===== config.mk =====
export PLATFORM = sky130hd
export DESIGN_NAME = rv_iommu_ds_rd_sched
export DESIGN_NICKNAME = d
export VERILOG_FILES = /design/src/rtl/rv_iommu_ds_pkg.sv /design/src/rtl/rv_iommu_ds_rr_sel.sv /design/src/rtl/rv_iommu_ds_rd_sched.sv
export SDC_FILE = /design/constraint.sdc
export NUM_CORES = 1
export LEC_CHECK = 0
export BUFFER_PORTS_ARGS = -buffer_cell sky130_fd_sc_hd__buf_2
export CAP_MARGIN = 15
export CORE_AREA = 2 2 238 240
export CTS_CLUSTER_DIAMETER = 120
export DETAILED_ROUTE_END_ITERATION = 12
export DIE_AREA = 0 0 240 242
export PLACE_DENSITY_LB_ADDON = 0.12
export SLEW_MARGIN = 20
export SYNTH_ARGS = -nofsm -noshare
export SYNTH_HDL_FRONTEND = slang
export SYNTH_SLANG_ARGS = --single-unit

===== constraint.sdc =====
create_clock -name clk_i -period 23.1 [get_ports clk_i]
set_input_delay 5.775 -clock clk_i [delete_from_list [all_inputs] [get_ports clk_i]]
set_output_delay 5.775 -clock clk_i [all_outputs]
set_load 0.02 [all_outputs]

===== src/rtl/rv_iommu_ds_pkg.sv =====
// ============================================================================
// Module      : rv_iommu_ds_pkg
// Description : Shared definitions for the IOMMU data-structure (DS) AXI port.
//               Holds the read/write requester index maps, the default
//               requester count, and the default AR/R channel payload types.
// Revision    : 1.0 - initial release
// ============================================================================
`default_nettype none

package rv_iommu_ds_pkg;

  // Read-side requester indices. The index doubles as the AXI ID on the DS bus.
  localparam int unsigned DS_RD_PTW    = 0;
  localparam int unsigned DS_RD_CDW    = 1;
  localparam int unsigned DS_RD_CQ     = 2;
  localparam int unsigned DS_RD_MSIPTW = 3;
  localparam int unsigned DS_RD_MRIF   = 4;
  localparam int unsigned DS_RD_NUM    = 5;

  // Write-side requester indices.
  localparam int unsigned DS_WR_FQ     = 0;
  localparam int unsigned DS_WR_CQ     = 1;
  localparam int unsigned DS_WR_MRIF   = 2;
  localparam int unsigned DS_WR_NUM    = 3;

  localparam int unsigned DS_ID_WIDTH  = 4;

  typedef struct packed {
    logic [DS_ID_WIDTH-1:0] id;
    logic [55:0]            addr;
    logic [7:0]             len;
    logic [2:0]             size;
    logic [1:0]             burst;
  } ds_ar_chan_t;

  typedef struct packed {
    logic [DS_ID_WIDTH-1:0] id;
    logic [63:0]            data;
    logic [1:0]             resp;
    logic                   last;
  } ds_r_chan_t;

endpackage

`default_nettype wire


===== src/rtl/rv_iommu_ds_rr_sel.sv =====
// ============================================================================
// Module      : rv_iommu_ds_rr_sel
// Description : Combinational round-robin pick. Grants the first eligible
//               requester at or after rr_ptr, searching cyclically.
// Ports       : eligible  - per-requester eligibility
//               rr_ptr    - index the search starts from
//               gnt       - one-hot grant
//               gnt_idx   - binary index of the grant
//               gnt_valid - some requester was granted
// Revision    : 1.0 - initial release
// ============================================================================
`default_nettype none

module rv_iommu_ds_rr_sel #(
  parameter int unsigned NumReq = 5,
  localparam int unsigned IdxW  = (NumReq > 1) ? $clog2(NumReq) : 1
) (
  input  logic [NumReq-1:0] eligible,
  input  logic [IdxW-1:0]   rr_ptr,
  output logic [NumReq-1:0] gnt,
  output logic [IdxW-1:0]   gnt_idx,
  output logic              gnt_valid
);

  int unsigned w_j;

  always_comb begin
    gnt       = '0;
    gnt_idx   = '0;
    gnt_valid = 1'b0;
    w_j       = 0;
    for (int unsigned k = 0; k < NumReq; k++) begin
      w_j = (32'(rr_ptr) + k) % NumReq;
      if (!gnt_valid && eligible[w_j]) begin
        gnt_valid  = 1'b1;
        gnt[w_j]   = 1'b1;
        gnt_idx    = IdxW'(w_j);
      end
    end
  end

endmodule

`default_nettype wire


===== src/rtl/rv_iommu_ds_rd_sched.sv =====
// ============================================================================
// Module      : rv_iommu_ds_rd_sched
// Description : Read-side scheduler for the IOMMU DS AXI port. Round-robin AR
//               arbitration with per-requester outstanding limits, requester
//               index stamped as AXI ID, R beats routed back by ID, and
//               unattributable R beats drained and flagged.
// Ports       : clk_i, rst_ni            - clock, synchronous active-low reset
//               req_ar_* / req_r_*       - requester-side AR and R channels
//               mst_ar_* / mst_r_*       - DS bus AR and R channels
//               busy_o                   - AR staged or reads outstanding
//               unexp_r_o                - drained unattributable R beat
// Revision    : 1.0 - initial release
// ============================================================================
`default_nettype none

module rv_iommu_ds_rd_sched
  import rv_iommu_ds_pkg::*;
#(
  parameter int unsigned NumReq         = DS_RD_NUM,
  parameter int unsigned MaxOutstanding = 2,
  parameter int unsigned IdWidth        = DS_ID_WIDTH,
  parameter type         ar_chan_t      = ds_ar_chan_t,
  parameter type         r_chan_t       = ds_r_chan_t
) (
  input  logic                    clk_i,
  input  logic                    rst_ni,
  input  ar_chan_t [NumReq-1:0]   req_ar_i,
  input  logic     [NumReq-1:0]   req_ar_valid_i,
  output logic     [NumReq-1:0]   req_ar_ready_o,
  output r_chan_t                 req_r_o,
  output logic     [NumReq-1:0]   req_r_valid_o,
  input  logic     [NumReq-1:0]   req_r_ready_i,
  output ar_chan_t                mst_ar_o,
  output logic                    mst_ar_valid_o,
  input  logic                    mst_ar_ready_i,
  input  r_chan_t                 mst_r_i,
  input  logic                    mst_r_valid_i,
  output logic                    mst_r_ready_o,
  output logic                    busy_o,
  output logic                    unexp_r_o
);

  localparam int unsigned IdxW = (NumReq > 1) ? $clog2(NumReq) : 1;
  localparam int unsigned CntW = $clog2(MaxOutstanding + 1);
  localparam logic [CntW-1:0] c_max_out = CntW'(MaxOutstanding);

  logic                   r_ar_valid;
  ar_chan_t               r_ar;
  logic [CntW-1:0]        r_cnt [NumReq];
  logic [IdxW-1:0]        r_rr_ptr;

  logic [NumReq-1:0]      w_elig;
  logic [NumReq-1:0]      w_gnt;
  logic [IdxW-1:0]        w_gnt_idx;
  logic                   w_gnt_valid;
  logic                   w_stage_free;
  logic                   w_up_hs;
  ar_chan_t               w_ar_load;
  logic [IdWidth-1:0]     w_id_ext;
  logic [NumReq-1:0]      w_r_hit;
  logic                   w_r_attr;
  logic [NumReq-1:0]      w_inc;
  logic [NumReq-1:0]      w_dec;
  logic [NumReq-1:0]      w_cnt_nz;

  // ---------------------------------------------------------------- AR side
  for (genvar gi = 0; gi < NumReq; gi++) begin : g_req
    assign w_cnt_nz[gi] = (r_cnt[gi] != '0);
    assign w_elig[gi]   = req_ar_valid_i[gi] & (r_cnt[gi] < c_max_out);
    assign w_inc[gi]    = w_up_hs & w_gnt[gi];
    // Only an attributed beat can retire a read, so counts cannot underflow.
    assign w_dec[gi]    = w_r_hit[gi] & mst_r_valid_i & req_r_ready_i[gi] & mst_r_i.last;
  end

  rv_iommu_ds_rr_sel #(
    .NumReq (NumReq)
  ) u_rr_sel (
    .eligible  (w_elig),
    .rr_ptr    (r_rr_ptr),
    .gnt       (w_gnt),
    .gnt_idx   (w_gnt_idx),
    .gnt_valid (w_gnt_valid)
  );

  // A full stage that is being popped this cycle can accept the next grant,
  // which keeps back-to-back throughput at one AR per cycle.
  assign w_stage_free   = ~r_ar_valid | mst_ar_ready_i;
  assign w_up_hs        = w_gnt_valid & w_stage_free;
  assign req_ar_ready_o = w_gnt & {NumReq{w_stage_free}};
  assign w_id_ext       = IdWidth'(w_gnt_idx);

  always_comb begin
    w_ar_load = '0;
    for (int unsigned i = 0; i < NumReq; i++) begin
      if (w_gnt[i]) w_ar_load = req_ar_i[i];
    end
    w_ar_load.id = w_id_ext;
  end

  always_ff @(posedge clk_i) begin
    if (!rst_ni) begin
      r_ar_valid <= 1'b0;
      r_ar       <= '0;
      r_rr_ptr   <= '0;
    end else if (w_up_hs) begin
      r_ar_valid <= 1'b1;
      r_ar       <= w_ar_load;
      r_rr_ptr   <= (w_gnt_idx == IdxW'(NumReq - 1)) ? '0 : w_gnt_idx + 1'b1;
    end else if (mst_ar_ready_i) begin
      r_ar_valid <= 1'b0;
    end
  end

  assign mst_ar_o       = r_ar;
  assign mst_ar_valid_o = r_ar_valid;

  always_ff @(posedge clk_i) begin
    for (int unsigned i = 0; i < NumReq; i++) begin
      if (!rst_ni) begin
        r_cnt[i] <= '0;
      end else if (w_inc[i] && !w_dec[i]) begin
        r_cnt[i] <= r_cnt[i] + 1'b1;
      end else if (w_dec[i] && !w_inc[i]) begin
        r_cnt[i] <= r_cnt[i] - 1'b1;
      end
    end
  end

  // ----------------------------------------------------------------- R side
  // A beat belongs to a requester only if its ID names one that has a read in
  // flight; anything else is drained so it cannot stall the DS bus.
  always_comb begin
    w_r_hit = '0;
    for (int unsigned i = 0; i < NumReq; i++) begin
      if ((mst_r_i.id == IdWidth'(i)) && (r_cnt[i] != '0)) w_r_hit[i] = 1'b1;
    end
    w_r_attr      = |w_r_hit;
    req_r_valid_o = w_r_hit & {NumReq{mst_r_valid_i}};
    mst_r_ready_o = w_r_attr ? |(w_r_hit & req_r_ready_i) : 1'b1;
    unexp_r_o     = mst_r_valid_i & ~w_r_attr;
  end

  assign req_r_o = mst_r_i;
  assign busy_o  = r_ar_valid | (|w_cnt_nz);

endmodule

`default_nettype wire


=== After elaboration in Yosys (flattened, before gate mapping) ===
Memories as Yosys holds them, arrays and structs flattened.
Cells that the tools add are included.

* Register bits: 76
* Bits in writable memories: 10
* Bits of input ports: 450
* Word-level logic and storage cells: 239
* Memories: 1

{| class="wikitable"
|+ Memory list
! name !! words !! width !! read ports !! clocked after memory_dff !! wr ports !! RTL line !! source
|-
| r_cnt || 5 || 2 || 5 || 0 || 5 || rv_iommu_ds_rd_sched.sv:49 || <nowiki>logic [CntW-1:0] r_cnt [NumReq];</nowiki>
|}

* Add/sub/neg operators: 15
* Div/mod/pow operators: 5
* $lt $le $gt $ge: 15
* Eq/ne operators: 5
* Mux-type cells: 95
* Bitwise logic cells: 48
* Reduce and logical (&&, ||, !) cells: 48

{| class="wikitable"
|+ Operator list
! kind !! number
|-
| $mux 69 || 5
|-
| $ge 32x1->1 const B || 5
|-
| $lt 32x4->1 const B || 5
|-
| $mod 32x3->32 const B || 4
|-
| $mux 1 || 59
|-
| $mod 3x3->32 const B || 1
|-
| $and 1x1->1 || 27
|-
| $mux 5 || 5
|-
| $logic_and 1x1->1 || 24
|-
| $mux 2 || 10
|-
| $or 5x5->5 || 4
|-
| $mux 3 || 6
|-
| $and 5x5->5 || 3
|-
| $bmux 1 s3 || 5
|-
| $demux 1 s3 || 5
|-
| $reduce_or 5->1 || 3
|-
| $logic_not 1->1 || 14
|-
| $or 1x1->1 || 12
|-
| $reduce_bool 2->1 || 6
|-
| $add 2x1->2 const B || 5
|-
| $lt 2x2->1 const B || 5
|-
| $sub 2x1->2 const B || 5
|-
| $add 3x2->4 const B || 2
|-
| $eq 4x2->1 const B || 2
|-
| other kinds (8) || 9
|}

=== Logic depth before layout (Yosys ltp) ===
Gate-level depths: netlist of run 1.
An unclocked memory read counts as a cell.

* Depth after elaboration: 27
* Depth in mapped cells: 30
* Depth with buffers taken out: 24

=== Modules after synthesis ===
Synthesis of run 1 repeated with hierarchy kept, for this count alone.

* Cell total of the unflattened synthesis: 1,239
* Area total of the unflattened synthesis: 8,973.6 sq um

{| class="wikitable"
|+ By module, submodules not included
! module !! instances !! cells each !! area each (sq um) !! seq. area each (sq um)
|-
| rv_iommu_ds_rd_sched || 1 || 929 || 6,713.9 || 1,821.7
|-
| rv_iommu_ds_rr_sel || 1 || 310 || 2,259.7 || 0.0
|}

=== Least setup slack after synthesis of run 1 ===
No wires, ideal clock.

* Path kind: input -> output
* From: input port req_ar_valid_i[0]
* To: output port req_ar_ready_o[1]
* Arrival time: 8,233 ps
* Path slack: 9,092 ps
* Cell stages on the path: 12
* Path buffers: 3
* Cells stage by stage: nor2b_1 clkbuf_1 mux2_2 nor3_1 o21ba_2 or3_1 or4bb_1 nor2_1 or4_4 buf_6 buf_6 and2_1

* Longest elaborated chain between the ends: 17

{| class="wikitable"
|+ Ends and longest elaborated chain
! element !! RTL line !! source
|-
| from (decl) || rv_iommu_ds_rd_sched.sv:28 || <nowiki>input logic [NumReq-1:0] req_ar_valid_i,</nowiki>
|-
| $and 1x1->1 * || rv_iommu_ds_rd_sched.sv:69 || <nowiki>assign w_elig[gi] = req_ar_valid_i[gi] & (r_cnt[gi] < c_max_out);</nowiki>
|-
| $bmux 1 s3 || rv_iommu_ds_rr_sel.sv:34 || <nowiki>if (!gnt_valid && eligible[w_j]) begin</nowiki>
|-
| $mux 1 (not written as such) || rv_iommu_ds_rr_sel.sv:34 ||
|-
| $mux 1 || rv_iommu_ds_rr_sel.sv:34 ||
|-
| $logic_not 1->1 || rv_iommu_ds_rr_sel.sv:34 ||
|-
| $logic_and 1x1->1 || rv_iommu_ds_rr_sel.sv:34 ||
|-
| $mux 1 || rv_iommu_ds_rr_sel.sv:34 ||
|-
| $logic_not 1->1 || rv_iommu_ds_rr_sel.sv:34 ||
|-
| $logic_and 1x1->1 || rv_iommu_ds_rr_sel.sv:34 ||
|-
| $mux 1 || rv_iommu_ds_rr_sel.sv:34 ||
|-
| $logic_not 1->1 || rv_iommu_ds_rr_sel.sv:34 ||
|-
| $logic_and 1x1->1 || rv_iommu_ds_rr_sel.sv:34 ||
|-
| $mux 1 || rv_iommu_ds_rr_sel.sv:34 ||
|-
| $logic_not 1->1 || rv_iommu_ds_rr_sel.sv:34 ||
|-
| $logic_and 1x1->1 || rv_iommu_ds_rr_sel.sv:34 ||
|-
| $mux 5 * || rv_iommu_ds_rr_sel.sv:34 ||
|-
| $and 5x5->5 * || rv_iommu_ds_rd_sched.sv:89 || <nowiki>assign req_ar_ready_o = w_gnt & {NumReq{w_stage_free}};</nowiki>
|-
| to (decl) || rv_iommu_ds_rd_sched.sv:29 || <nowiki>output logic [NumReq-1:0] req_ar_ready_o,</nowiki>
|}

Every way passes the cells marked *; elsewhere a longest branch is shown, timed or not. The select of a mux whose other input is x is not followed.

=== Worst setup path after layout of run 1 ===
* From: input port req_ar_valid_i[2]
* To: output port req_ar_ready_o[2]

The elaborated chain is that of the path after synthesis.

==> results of run 1 <==
metrics by stage:
step,hold WS [ps],worst slack [ps],cells,power [W]
6_report,485,8170,2155,0.00236
2_1_floorplan,536,9090,1088,0.00167
4_1_cts,498,8140,2149,0.00240
5_1_grt,532,7940,2155,0.00255
3_3_place_gp,456,8130,2133,0.00221
3_5_place_dp,490,8170,2133,0.00221
worst max-delay path, stage by stage:
cell and delay (ps):
buf_2 130, nand2b_1 260, a21oi_1 110, o221ai_1 190, o2bb2ai_1 400, nand4_1 620, a2111oi_2 840, a211oi_4 250
nor2_1 330, buf_2 240
routing by layer:
metal	global-route usage (%)	part of all wire [%]	vias to the layer above
met5	0	0.30	-
met4	5.10	2.3	24
met3	4.73	7.0	78
met2	29.2	51	438
met1	19.8	40	5273
li1	-	-	4950
area by class of cell:
class	instances	area [um2]	area share (%)
antenna	6	15.0	0.130
clock buffer	12	256	2.21
clock inverter	4	77.6	0.669
inverter	32	120	1.04
multi-input combinational	786	5940	51.2
sequential	86	1820	15.7
tap	756	946	8.16
timing repair buffer	473	2420	20.9
state kept, by name (all words and copies together) (netlist names):
register	flops
mst_ar_o	72
r_cnt	10
r_rr_ptr	3
mst_ar_valid_o	1
cells in the mapped netlist, drive strengths merged, types with 16 or more instances:
master / number / area share, %
o221ai: 73 / 7.2
nand2: 47 / 2.0
nand2b: 16 / 1.1
o22ai: 73 / 5.1
dfxtp: 76 / 17
a21oi: 32 / 1.9
buf: 119 / 9.5
nor3: 16 / 0.95
nand3: 24 / 1.3
nor2: 38 / 1.6
inv: 30 / 1.3
o21ai: 99 / 5.6
clkbuf: 65 / 2.7
ha: 33 / 4.6
a221oi: 141 / 17
report_power, final:
| group | switching (W) | total (W) | internal [W] | leakage, nW |
|---|---|---|---|---|
| clock network | 0.0000741 | 0.000176 | 0.000102 | 0.163 |
| registers | 0.0000290 | 0.000252 | 0.000223 | 0.735 |
| logic | 0.00124 | 0.00193 | 0.000684 | 3.76 |
worst paths after layout:
check                                        from                 to  slack, ps
worst max-delay path            req_ar_valid_i[2]  req_ar_ready_o[2]       8170
worst min-delay path                 mst_ar_o[71]       mst_ar_o[71]        480
worst max register to register        r_rr_ptr[1]       mst_ar_o[32]      15090
worst min register to register       mst_ar_o[71]       mst_ar_o[71]        480
cell families (layout without fill, tap and decap cells):
| family | Yosys count | in the layout | share of synthesized area [%] |
|---|---|---|---|
| compound gates | 511 | 511 | 45.8 |
| xor+xnor | 12 | 12 | 1.26 |
| fa+ha+maj | 33 | 33 | 4.63 |
| buf+inv | 216 | 521 | 13.6 |
| flops | 86 | 86 | 20.4 |
| mux | 12 | 12 | 1.42 |
| other cells | 1 | 7 | 0.0420 |
| simple gates | 217 | 217 | 12.9 |
==> impl_metrics.csv, run 1 <==
group,metric,value,unit
place,dp_hpwl,37000,um
die,dieArea,0.0581,mm2
layout,fillers,6386,
layout,syn_to_final_growth,29.9,%
detailed_routing,routed_via_density,4.99,
sta,rsz0062_at_grt,"false",
yosys,ys_ff_latch,86,
run_status,status,"completed",
layout,design_area,0.0116,mm2
power_and_ir_drop,p_leak,4.66,nW
run,drv_cap,0,
clock_network,cts_max_path_buffers,2,
setup_path,r2r_cells,20,
clock_network,clock-root-buffer,"clkbuf_16",
yosys,avgSynthCellArea,8.20,um2
detailed_routing,dr.pass1.iters,5,
min_path,hold_class,"flip-flop to flip-flop",
sta,finalCritPeriodShare,64.6,%
setup_path,worstPathArrival,9160,ps
clock_network,clk_pin_slew_worst_paths,60,ps
layout,final_cell_mix,"buf_2, o21ai_0, a221oi_1, dfxtp_1",
yosys,syn_nets,1571,
layout,final_core_util,20.8,%
yosys,synth_cells,1088,
sta,finalHoldViolCount,0,
place,place_congestion,0.887,
die,initial_core_util,16.0,%
detailed_routing,drt_iter0_markers,799,
place,portBuffers,454,
setup_path,path_max_fanout,12,
clock_network,ctsHoldBuffers,0,
sta,drv_slew,0,
yosys,synth-edff-count,10,
die,die_width,240,um
sta,tightestPinTransition,1090,ps
global_route,antenna_found_initial,25,
yosys,seq_area_frac_synth,20.4,%
clock_network,numClockSinks,86,
detailed_routing,drc,0,
setup_path,worstSetupPathType,"input port to output port",
detailed_routing,wl_per_cell,23.6,um
clock_network,clk_latency,370,ps
layout,layout_commonest_cell,"buf_2",
global_route,grt_overflow,0,
global_route,grt_pass1_vias,10900,
clock_network,cts_resized,0,
clock_network,cts_tree,"yes",
clock_network,cts_setup_buffers,0,
min_path,hold_depth,2,
sta,fin_skew,14.4,ps
detailed_routing,ant_nets,0,
place,dpl-instance-area,0.0112,mm2
sta,fmax,0.0670,GHz
die,fp.coreArea,0.0557,mm2
yosys,async_flop_share,0,%
setup_path,start_kind,"input port",
setup_path,cp_data_required_time,17330,ps
yosys,yosysWarnings,0,
detailed_routing,wl,50800,um
global_route,grt_pass1_wl,73500,um
power_and_ir_drop,power_density,203,mW/mm2
yosys,synth_cell_types,83,
yosys,synth_area,0.00893,mm2
global_route,grt_max_degree,77,
yosys,ys.flop_type,"dfxtp_1",
die,io_pins,608,
layout,final_nets,1871,
layout,drive_above_1_share,40.5,%
sta,slew-limit-headroom,27.4,%
detailed_routing,via_count,10800,
setup_path,end_kind,"output port",
global_route,gr-usage-all-layers,16.8,%
clock_network,ctsHtreeMaxLevel,3,
power_and_ir_drop,peakVddDrop,0.0978,mV
sta,timing.setup.tns,0,ps
clock_network,cts_buffers,9,
die,rows,87,
sta,setup_viol,0,
sta,period_needed,14930,ps
die,dieHeight,242,um
No activity file was read; power rests on OpenSTA's default activity.
==> run 2: changes to the inputs <==
clock period = 14.9 ns   (was 23.1 ns; I/O delays follow)
==> run 2 against run 1 <==
Effect of this change:
- clock power is 36% higher
- combinational power is 55% higher
- setup slack worse by 4300 ps
- sequential power is 55% higher
- clock skew is 2.3 ps higher
- register-to-register slack worse by 8100 ps
- non-clock buffer count is 2 lower
- hold slack worse by 20 ps
- routed wire length is 1.1% higher
- critical path type unchanged
- critical path depth is 2 higher
==> impl_metrics.csv, run 2 (same netlist as run 1, synthesis figures left out) <==
group,metric,value,unit
run_status,status,"completed",
global_route,grt_max_degree,74,
clock_network,cts_setup_buffers,0,
detailed_routing,drt_iter0_markers,677,
detailed_routing,wl_met3,3840,um
detailed_routing,wl_per_cell,23.7,um
die,die_width,240,um
clock_network,cts_max_path_buffers,2,
layout,final_cell_mix,"buf_2, o21ai_0, a221oi_1, dfxtp_1",
sta,finalCritPeriodShare,74.2,%
layout,final_core_util,20.7,%
clock_network,cts_buffers,9,
setup_path,path_max_fanout,25,
clock_network,ctsHtreeMaxLevel,3,
setup_path,r2r_cells,19,
sta,slew-limit-headroom,25.4,%
detailed_routing,wl_met2,25700,um
min_path,hold_class,"flip-flop to flip-flop",
clock_network,cts_tree,"yes",
global_route,grt_pass1_wl,73200,um
setup_path,crit_family,"compound AO/OA/AOI/OAI gates",
power_and_ir_drop,peakVddDrop,0.181,mV
global_route,antenna_found_initial,36,
power_and_ir_drop,p_leak,4.62,nW
sta,drv_slew,0,
detailed_routing,wl,51300,um
setup_path,r2r-end,"mst_ar_o[32]",
power_and_ir_drop,power_density,314,mW/mm2
setup_path,critical-path-max-stage-delay,840,ps
global_route,gr-usage-all-layers,16.9,%
die,io_pins,608,
setup_path,path_cells,"buf_2 -> nor2b_1 -> mux2_2 -> nor3_1 -> o21ba_2 -> or3_1 -> nand4_1 -> a2111oi_2 -> a221o_4 -> nand2_1 -> inv_1 -> buf_2",
detailed_routing,dr.pass1.iters,5,
place,dp_hpwl,37700,um
detailed_routing,ant_nets,0,
detailed_routing,met1_length,20200,um
detailed_routing,via_count,10800,
clock_network,ctsHoldBuffers,0,
sta,setup_viol,0,
sta,timing.setup.tns,0,ps
die,dieArea,0.0581,mm2
setup_path,r2r-start,"r_rr_ptr[1]",
detailed_routing,top_layer_used,"met5",
setup_path,ff2ff_setup_slack,7020,ps
sta,finalHoldViolCount,0,
setup_path,critical_path_buf_inv_count,3,
global_route,grt_pass1_vias,10800,
die,initial_core_util,16.0,%
place,portBuffers,454,
clock_network,clk_latency,390,ps
setup_path,cp_data_required_time,11180,ps
place,place_congestion,0.864,
layout,layout_commonest_cell,"buf_2",
clock_network,numClockSinks,86,
sta,fin_skew,16.6,ps
global_route,grt_overflow,0,
min_path,min_from,"mst_ar_o[71]",
run,drv_cap,0,
sta,hold-worst-slack,464,ps
die,fp.coreArea,0.0557,mm2
setup_path,worstPathArrival,7330,ps
setup_path,end_kind,"output port",
layout,largest_reg_flops,72,
min_path,hold_end,"mst_ar_o[71]",
die,rows,87,
sta,period_needed,11050,ps
setup_path,start_kind,"input port",
min_path,hold_depth,2,
clock_network,clock-root-buffer,"clkbuf_16",
layout,final_nets,1869,
setup_path,cp_slowest_cell,"a2111oi_2",
detailed_routing,routed_via_density,4.99,
setup_path,path_common_cell,"buf_2",
layout,syn_to_final_growth,29.4,%
setup_path,worstSetupPathType,"input port to output port",
sta,fmax,0.0905,GHz
clock_network,clk_pin_slew_worst_paths,60,ps
layout,drive_above_1_share,40.3,%
detailed_routing,drc,0,
sta,rsz0062_at_grt,"false",
sta,tightestPinTransition,1120,ps
die,dieHeight,242,um
clock_network,cts_resized,0,
## run 2: cell types whose count changed in the layout (fill, tap and decap cells not counted)
cell	delta
bufinv_16	-2
buf_4	-2
clkinvlp_4	+1
clkinv_4	-1
clkbuf_1	+1
inv_6	-1
inv_4	+1
clkinv_2	+1
diode_2	+11
## run 2: final cells by class
cell class	instances	area (um2)
multi-input combinational	786	5940
clock buffer	13	260
sequential	86	1820
antenna	17	42.5
inverter	32	120
fill	6478	44200
tap	756	946
clock inverter	3	18.8
timing repair buffer	471	2400
## run 2: worst max path at each step
stage	end	from	cells past startpoint
final	req_ar_ready_o[0]	req_ar_valid_i[0]	12
after global routing	req_ar_ready_o[0]	r_rr_ptr[1]	19
after CTS	req_ar_ready_o[0]	req_ar_valid_i[1]	13
after detailed placement	req_ar_ready_o[0]	req_ar_valid_i[1]	13
after global placement	req_ar_ready_o[0]	req_ar_valid_i[1]	13
after floorplan	req_ar_ready_o[1]	req_ar_valid_i[0]	12
## run 2: metal layers
layer	global-route usage, %	vias up
met5	0	-
met4	6.39	22
met3	5.72	82
met2	28.7	451
met1	19.6	5282
li1	-	4957
## run 2: worst reg2reg max path, cell delays in order, from the launching register on
cell       delay (ps)
dfxtp_1           300
buf_4             250
clkinv_1          460
ha_1              780
clkinv_1          460
ha_1              360
nor3_1            210
nor2_1            110
xnor2_1           530
ha_1              370
nand2b_1          110
a32o_2            350
or3_1             400
a211oi_2          250
nor4_2            140
a2111oi_2         720
a221o_4           590
buf_4             760
a221oi_1          400
o22ai_1           250
## run 2: through the flow
step                      total power (W)  cells  area [um2]  setup slack (ps)
final                             0.00362   2164       11500              3850
after global routing              0.00389   2159       11500              3300
after CTS                         0.00367   2147       11500              3840
after detailed placement          0.00342   2131       11200              3810
after global placement            0.00343   2131       11200              3770
after floorplan                   0.00259   1088        8930              4990
## run 2: where the power goes
group          total (W)  switching [W]  internal [W]
Combinational    0.00299        0.00193       0.00106
Clock           0.000239       0.000117      0.000123
Sequential      0.000391      0.0000449      0.000347
Total            0.00362        0.00209       0.00153
